`config.mk`:
```
export PLATFORM = sky130hd
export DESIGN_NAME = btb_gshare_predictor
export DESIGN_NICKNAME = d
export VERILOG_FILES = /design/src/rtl/btb_gshare_predictor.sv
export SDC_FILE = /design/constraint.sdc
export NUM_CORES = 2
export LEC_CHECK = 0
export ABC_CLOCK_PERIOD_IN_PS = 3400
export CAP_MARGIN = 30
export CORE_UTILIZATION = 51
export CTS_BUF_LIST = sky130_fd_sc_hd__clkbuf_8
export DETAILED_ROUTE_END_ITERATION = 8
export PLACE_DENSITY_LB_ADDON = 0.25
export SYNTH_ARGS = -nofsm -noshare
export SYNTH_HDL_FRONTEND = slang
export SYNTH_SLANG_ARGS = --single-unit
```
`constraint.sdc`:
```
create_clock -name CLK -period 3.4 [get_ports CLK]
set_clock_uncertainty 0.2 [all_clocks]
set_input_delay 0.34 -clock CLK [delete_from_list [all_inputs] [get_ports CLK]]
set_output_delay 0.34 -clock CLK [all_outputs]
set_load 0.01 [all_outputs]
```
`src/rtl/btb_gshare_predictor.sv`:
```
// btb_gshare_predictor
// Fetch-stage branch predictor. Decodes the fetched MIPS instruction, looks it
// up in a direct-mapped branch target buffer and a gshare pattern history
// table, and registers a taken/target prediction one cycle later. The tables
// are trained from the branch or jump currently resolving in MEM.
//
// Ports
//   CLK                   rising-edge clock
//   RESET                 asynchronous, active-low reset
//   FLUSH                 synchronous clear of Taken/Taken_addr (tables still train)
//   Instr_input           instruction being fetched
//   Instr_addr_input      PC of Instr_input
//   Branch_instr          instruction in MEM (training source)
//   Branch_addr           PC of Branch_instr
//   Branch_resolved       1 = Branch_instr was actually taken
//   Branch_resolved_addr  actual target of Branch_instr
//   Taken                 registered prediction: redirect fetch
//   Taken_addr            registered BTB target (0 on BTB miss)
module btb_gshare_predictor #(
  parameter int BTB_IDX_BITS = 6,
  parameter int GHR_BITS     = 8
) (
  input  logic        CLK,
  input  logic        RESET,
  input  logic        FLUSH,
  input  logic [31:0] Instr_input,
  input  logic [31:0] Instr_addr_input,
  input  logic [31:0] Branch_instr,
  input  logic [31:0] Branch_addr,
  input  logic        Branch_resolved,
  input  logic [31:0] Branch_resolved_addr,
  output logic        Taken,
  output logic [31:0] Taken_addr
);

  localparam int BTB_SIZE = 1 << BTB_IDX_BITS;
  localparam int PHT_SIZE = 1 << GHR_BITS;
  localparam int TAG_LSB  = BTB_IDX_BITS + 2;
  localparam int TAG_BITS = 32 - TAG_LSB;

  function automatic logic is_cond(input logic [5:0] op, input logic [4:0] rt);
    logic r;
    r = 1'b0;
    case (op)
      6'h04, 6'h05, 6'h06, 6'h07,
      6'h14, 6'h15, 6'h16, 6'h17: r = 1'b1;
      6'h01: r = (rt == 5'h00) || (rt == 5'h01) || (rt == 5'h02) ||
                 (rt == 5'h03) || (rt == 5'h10) || (rt == 5'h11);
      default: r = 1'b0;
    endcase
    return r;
  endfunction

  function automatic logic is_jump(input logic [5:0] op, input logic [5:0] funct);
    return (op == 6'h02) || (op == 6'h03) ||
           ((op == 6'h00) && ((funct == 6'h08) || (funct == 6'h09)));
  endfunction

  logic [BTB_SIZE-1:0] btb_valid;
  logic [TAG_BITS-1:0] btb_tag [BTB_SIZE];
  logic [31:0]         btb_tgt [BTB_SIZE];
  logic [1:0]          pht     [PHT_SIZE];
  logic [GHR_BITS-1:0] ghr;

  // Fetch-side lookup: reads pre-edge table contents, so an entry being
  // trained this cycle is seen with its old value.
  logic [BTB_IDX_BITS-1:0] f_idx;
  logic [TAG_BITS-1:0]     f_tag;
  logic [GHR_BITS-1:0]     f_pht_idx;
  logic                    f_hit;
  logic                    f_dir;
  logic                    f_cond;
  logic                    f_jump;
  logic                    f_pred;

  assign f_idx     = Instr_addr_input[BTB_IDX_BITS+1:2];
  assign f_tag     = Instr_addr_input[31:TAG_LSB];
  assign f_pht_idx = ghr ^ Instr_addr_input[GHR_BITS+1:2];
  assign f_hit     = btb_valid[f_idx] && (btb_tag[f_idx] == f_tag);
  assign f_dir     = pht[f_pht_idx][1];
  assign f_cond    = is_cond(Instr_input[31:26], Instr_input[20:16]);
  assign f_jump    = is_jump(Instr_input[31:26], Instr_input[5:0]);
  assign f_pred    = f_jump ? f_hit : (f_cond ? (f_dir & f_hit) : 1'b0);

  // Resolve-side training signals.
  logic [BTB_IDX_BITS-1:0] b_idx;
  logic [GHR_BITS-1:0]     b_pht_idx;
  logic                    b_cond;
  logic                    b_jump;
  logic [1:0]              b_ctr;
  logic [1:0]              b_ctr_next;

  assign b_idx     = Branch_addr[BTB_IDX_BITS+1:2];
  assign b_pht_idx = ghr ^ Branch_addr[GHR_BITS+1:2];
  assign b_cond    = is_cond(Branch_instr[31:26], Branch_instr[20:16]);
  assign b_jump    = is_jump(Branch_instr[31:26], Branch_instr[5:0]);
  assign b_ctr     = pht[b_pht_idx];

  always_comb begin
    b_ctr_next = b_ctr;
    if (Branch_resolved) begin
      if (b_ctr != 2'b11) b_ctr_next = b_ctr + 2'b01;
    end else begin
      if (b_ctr != 2'b00) b_ctr_next = b_ctr - 2'b01;
    end
  end

  // Instruction fields the decoder never looks at, and word-offset PC bits.
  logic unused_bits;
  assign unused_bits = ^{Instr_input[25:21], Instr_input[15:6],
                         Branch_instr[25:21], Branch_instr[15:6],
                         Instr_addr_input[1:0], Branch_addr[1:0]};

  always_ff @(posedge CLK or negedge RESET) begin
    if (!RESET) begin
      Taken      <= 1'b0;
      Taken_addr <= 32'h0;
    end else if (FLUSH) begin
      Taken      <= 1'b0;
      Taken_addr <= 32'h0;
    end else begin
      Taken      <= f_pred;
      Taken_addr <= f_hit ? btb_tgt[f_idx] : 32'h0;
    end
  end

  always_ff @(posedge CLK or negedge RESET) begin
    if (!RESET) begin
      ghr       <= '0;
      btb_valid <= '0;
      for (int i = 0; i < PHT_SIZE; i++) pht[i] <= 2'b01;
    end else begin
      if ((b_cond || b_jump) && Branch_resolved) btb_valid[b_idx] <= 1'b1;
      if (b_cond) begin
        pht[b_pht_idx] <= b_ctr_next;
        ghr            <= {ghr[GHR_BITS-2:0], Branch_resolved};
      end
    end
  end

  // Tag and target storage carries no reset; a stale entry is masked by valid.
  always_ff @(posedge CLK) begin
    if ((b_cond || b_jump) && Branch_resolved) begin
      btb_tag[b_idx] <= Branch_addr[31:TAG_LSB];
      btb_tgt[b_idx] <= Branch_resolved_addr;
    end
  end

endmodule

```
==> flow_metrics.env <==
export IMPL_p_sw_uw=34010
export IMPL_tightest_slew_ns=1.091
export IMPL_die_y_um=574.2
export IMPL_synth_area_um2=167000
export IMPL_violations="setup timing"
export IMPL_clk_pin_slew_ns=0.07
export IMPL_cp_end_kind="flop"
export IMPL_synth_distinct_cells=83
export IMPL_switching_share_pct=27.60
export IMPL_clockRootBuffer="clkbuf_8"
export IMPL_cp_num_buf_inv=5
export IMPL_async_reset_ff_share_pct=14.69
export IMPL_postSynthCellCount=8393
export IMPL_critPathArrivalTime_ns=5.00
export IMPL_maxCapViolations=0
export IMPL_setup_viol=545
export IMPL_synth_nets=8557
export IMPL_initial_core_util_pct=51.37
export IMPL_path_cells="buf_12, xor2_4, buf_12, buf_6, mux4_2, o22ai_4, a32oi_2, nand4_1, or3_4, or3_4, a221o_4, buf_8, clkbuf_16, o21ai_2"
export IMPL_fin_crit_sh_pct=120.9
export IMPL_drc=0
export IMPL_clock_sinks=4201
export IMPL_cp_slowest_cell="a221o_4"
export IMPL_pwr_share_clk_pct=33.3
export IMPL_dieArea_um2=329700
export IMPL_core_um2=325000
export IMPL_htree_num_levels=6
export IMPL_clk_path_buf_depth=4
export IMPL_layout_drive_gt1_share_pct=38.50
export IMPL_rows=209
export IMPL_critPathTopFamily="simple AND/OR/NAND/NOR gates"
export IMPL_hold_viol=0
export IMPL_antenna_found_initial=9
export IMPL_fin_util_pct=62.19
export IMPL_synth_main_ff_cell="edfxtp_1"
export IMPL_firstDrtPassIters=8
export IMPL_slew_headroom_pct=27.28
export IMPL_wl_per_cell_um=33.45
export IMPL_seqPwrFrac_pct=46.4
export IMPL_postRouteWirelength_um=496700
export IMPL_port_buffers=158
export IMPL_p_leak_uw=0.06839
export IMPL_cp_required_ns=4.29
export IMPL_area_growth_syn_to_layout_pct=21.06
export IMPL_dpl_worst_slack_ns=-1.545
export IMPL_antenna_left=0
export IMPL_dp_hpwl_um=300500
export IMPL_fin_area_um2=202100
export IMPL_synth_edf_count=3584
export IMPL_worst_slack_ns=-0.7104
export IMPL_cts_tree="built"
export IMPL_whs_ns=0.04144
export IMPL_max_clock_freq_mhz=243.3
export IMPL_synth_seq_cells=4201
export IMPL_fin_crit_ns=4.110
export IMPL_ioPinCount=197
export IMPL_intPower_uw=89220
export IMPL_gp_congestion=0.9111
export IMPL_ys_seq_area_share_pct=73.89
export IMPL_rsz0062_at_grt="yes"
export IMPL_grt_max_degree=119
export IMPL_startpoint_type="flop"
export IMPL_ys_warnings_count=0
export IMPL_via_count=95000
export IMPL_drtIter0Drc=13070
export IMPL_nets=10160
export IMPL_ir_worst_vdd_mv=0.6350
export IMPL_cp_max_fo=8
export IMPL_numCtsBuffers=663
export IMPL_critical_path_class="flop to flop"
export IMPL_die_w_um=574.2
export IMPL_status="complete, but fails checks"
export IMPL_placed_cell_area_um2=184500
export IMPL_slew_violations=0
export IMPL_hp_class="input port to flop"
export IMPL_power_density_nw_per_um2=609.7
export IMPL_clk_latency_ns=1.24
export IMPL_pwr_share_comb_pct=20.4
export IMPL_grt_pass1_vias=95710
export IMPL_grt_pass1_wl_um=701300
export IMPL_grt_usage_pct=29.96
export IMPL_grt_remaining_overflow=0
export IMPL_synth_area_per_cell_um2=19.89
export IMPL_max_stage_delay_ns=0.51
export IMPL_avgViaCountPerCell=6.397
-- per-stage QoR --
stage | power (µW) | TNS (ns) | cells
finish | 123200 | -306.46 | 14850
global route | 126500 | -334.59 | 14850
CTS | 120400 | -262.61 | 14760
detailed placement | 73660 | -645.98 | 13410
global placement | 73420 | -629.40 | 13400
floorplan | 66110 | -1378.84 | 8393
-- state kept, by name (all words and copies together) (netlist names) --
signal and cells:
Taken 1, Taken_addr 32, btb_tag 1536, btb_tgt 2048
btb_valid 64, ghr 8, pht 512
-- power by group through the flow --
| stage | Sequential, µW | Combinational (µW) | Clock [µW] |
|---|---|---|---|
| after floorplan | 58000 | 8120 | 0 |
| after global placement | 58100 | 15300 | 0 |
| after detailed placement | 58200 | 15500 | 0 |
| after CTS | 57100 | 21800 | 41500 |
| after global routing | 57200 | 25700 | 43600 |
| final | 57100 | 25100 | 41000 |
-- cell families (layout without fill, tap and decap cells) --
logic type / Yosys count / in the layout / share of synthesized area (%)
xor gates and xnor gates: 46 / 46 / 0.2683
buffers and inverters: 499 / 2629 / 1.447
muxes: 1378 / 1378 / 17.57
and+or+nand+nor: 1375 / 1375 / 3.567
other: 0 / 2 / 0
DFF: 4201 / 4201 / 73.89
AOI/OAI and AO/OA: 894 / 894 / 3.254
-- metal layers --
metal | vias up | GRT usage, % | part of all wire [%]
met3 | 1072 | 5.730 | 11
met5 | - | 0 | 0
met4 | 0 | 11.93 | 4.4
li1 | 37780 | - | -
met2 | 6070 | 46.59 | 47
met1 | 50070 | 42.30 | 38
-- worst reg2reg max path: stages (launching register included) --
cell       delay (ns)
dfrtp_1          0.40
buf_12           0.15
xor2_4           0.20
buf_12           0.18
buf_6            0.12
mux4_2           0.41
o22ai_4          0.10
a32oi_2          0.26
nand4_1          0.26
or3_4            0.45
or3_4            0.33
a221o_4          0.51
buf_8            0.19
clkbuf_16        0.18
o21ai_2          0.11
-- synth_stat cells, drive strengths merged, types with 66 or more instances --
master,count,share of area [%]
clkbuf,235,0.53
a22oi,68,0.31
dfstp,256,4.0
a21oi,111,0.33
edfxtp,3584,64
mux2i,117,0.70
nand2,907,2.0
buf,250,0.89
a31oi,91,0.34
o21ai,465,1.5
or2,66,0.25
nor2,140,0.31
dfrtp,361,5.4
mux4,1240,17
nand3,70,0.21
-- final cells by class --
| type | instances | area, µm² |
|---|---|---|
| Sequential cell | 4201 | 123400 |
| Fill cell | 22170 | 122900 |
| Multi-Input combinational cell | 3693 | 43130 |
| Timing Repair Buffer | 1422 | 17580 |
| Clock buffer | 713 | 9813 |
| Tap cell | 4325 | 5411 |
| Clock inverter | 480 | 2741 |
| Inverter | 14 | 65.06 |
| Antenna cell | 2 | 5.005 |
-- layout by cell type (no fill, tap or decap), types with 124 or more instances in the layout --
| cell type | n |
|---|---|
| o21ai_2 | 242 |
| clkinv_1 | 124 |
| inv_1 | 237 |
| dfstp_2 | 256 |
| mux4_2 | 1239 |
| buf_4 | 653 |
| nand2_1 | 907 |
| clkbuf_8 | 713 |
| buf_12 | 428 |
| edfxtp_1 | 3584 |
| dfrtp_1 | 359 |
-- final timing paths --
path | start | end | slack (ns) | cells past startpoint
worst min register to register | btb_valid[12]$_DFFE_PN0P_ | btb_valid[12]$_DFFE_PN0P_ | 0.26 | 1
worst max-delay path | ghr[0]$_DFFE_PN0P_ | pht[169]$_DFFE_PN0P_ | -0.71 | 14
max in group asynchronous | RESET | btb_valid[21]$_DFFE_PN0P_ | 1.87 | 5
worst max register to register | ghr[0]$_DFFE_PN0P_ | pht[169]$_DFFE_PN0P_ | -0.71 | 14
worst min-delay path | Branch_addr[13] | btb_tag[29][5]$_DFFE_PP_ | 0.04 | 3
min in group asynchronous | RESET | pht[449]$_DFFE_PN0P_ | 0.27 | 4
-- repair_timing --
item                       in CTS  in global routing
hold endpoints to repair     4239                196
buffers inserted               49                 10
setup endpoints to repair     545                545
resized for setup             436                185
hold buffers                   85                 28
gates cloned                   29                 21
pin swaps                      26                 56
Power figures use the tool's default switching activity.
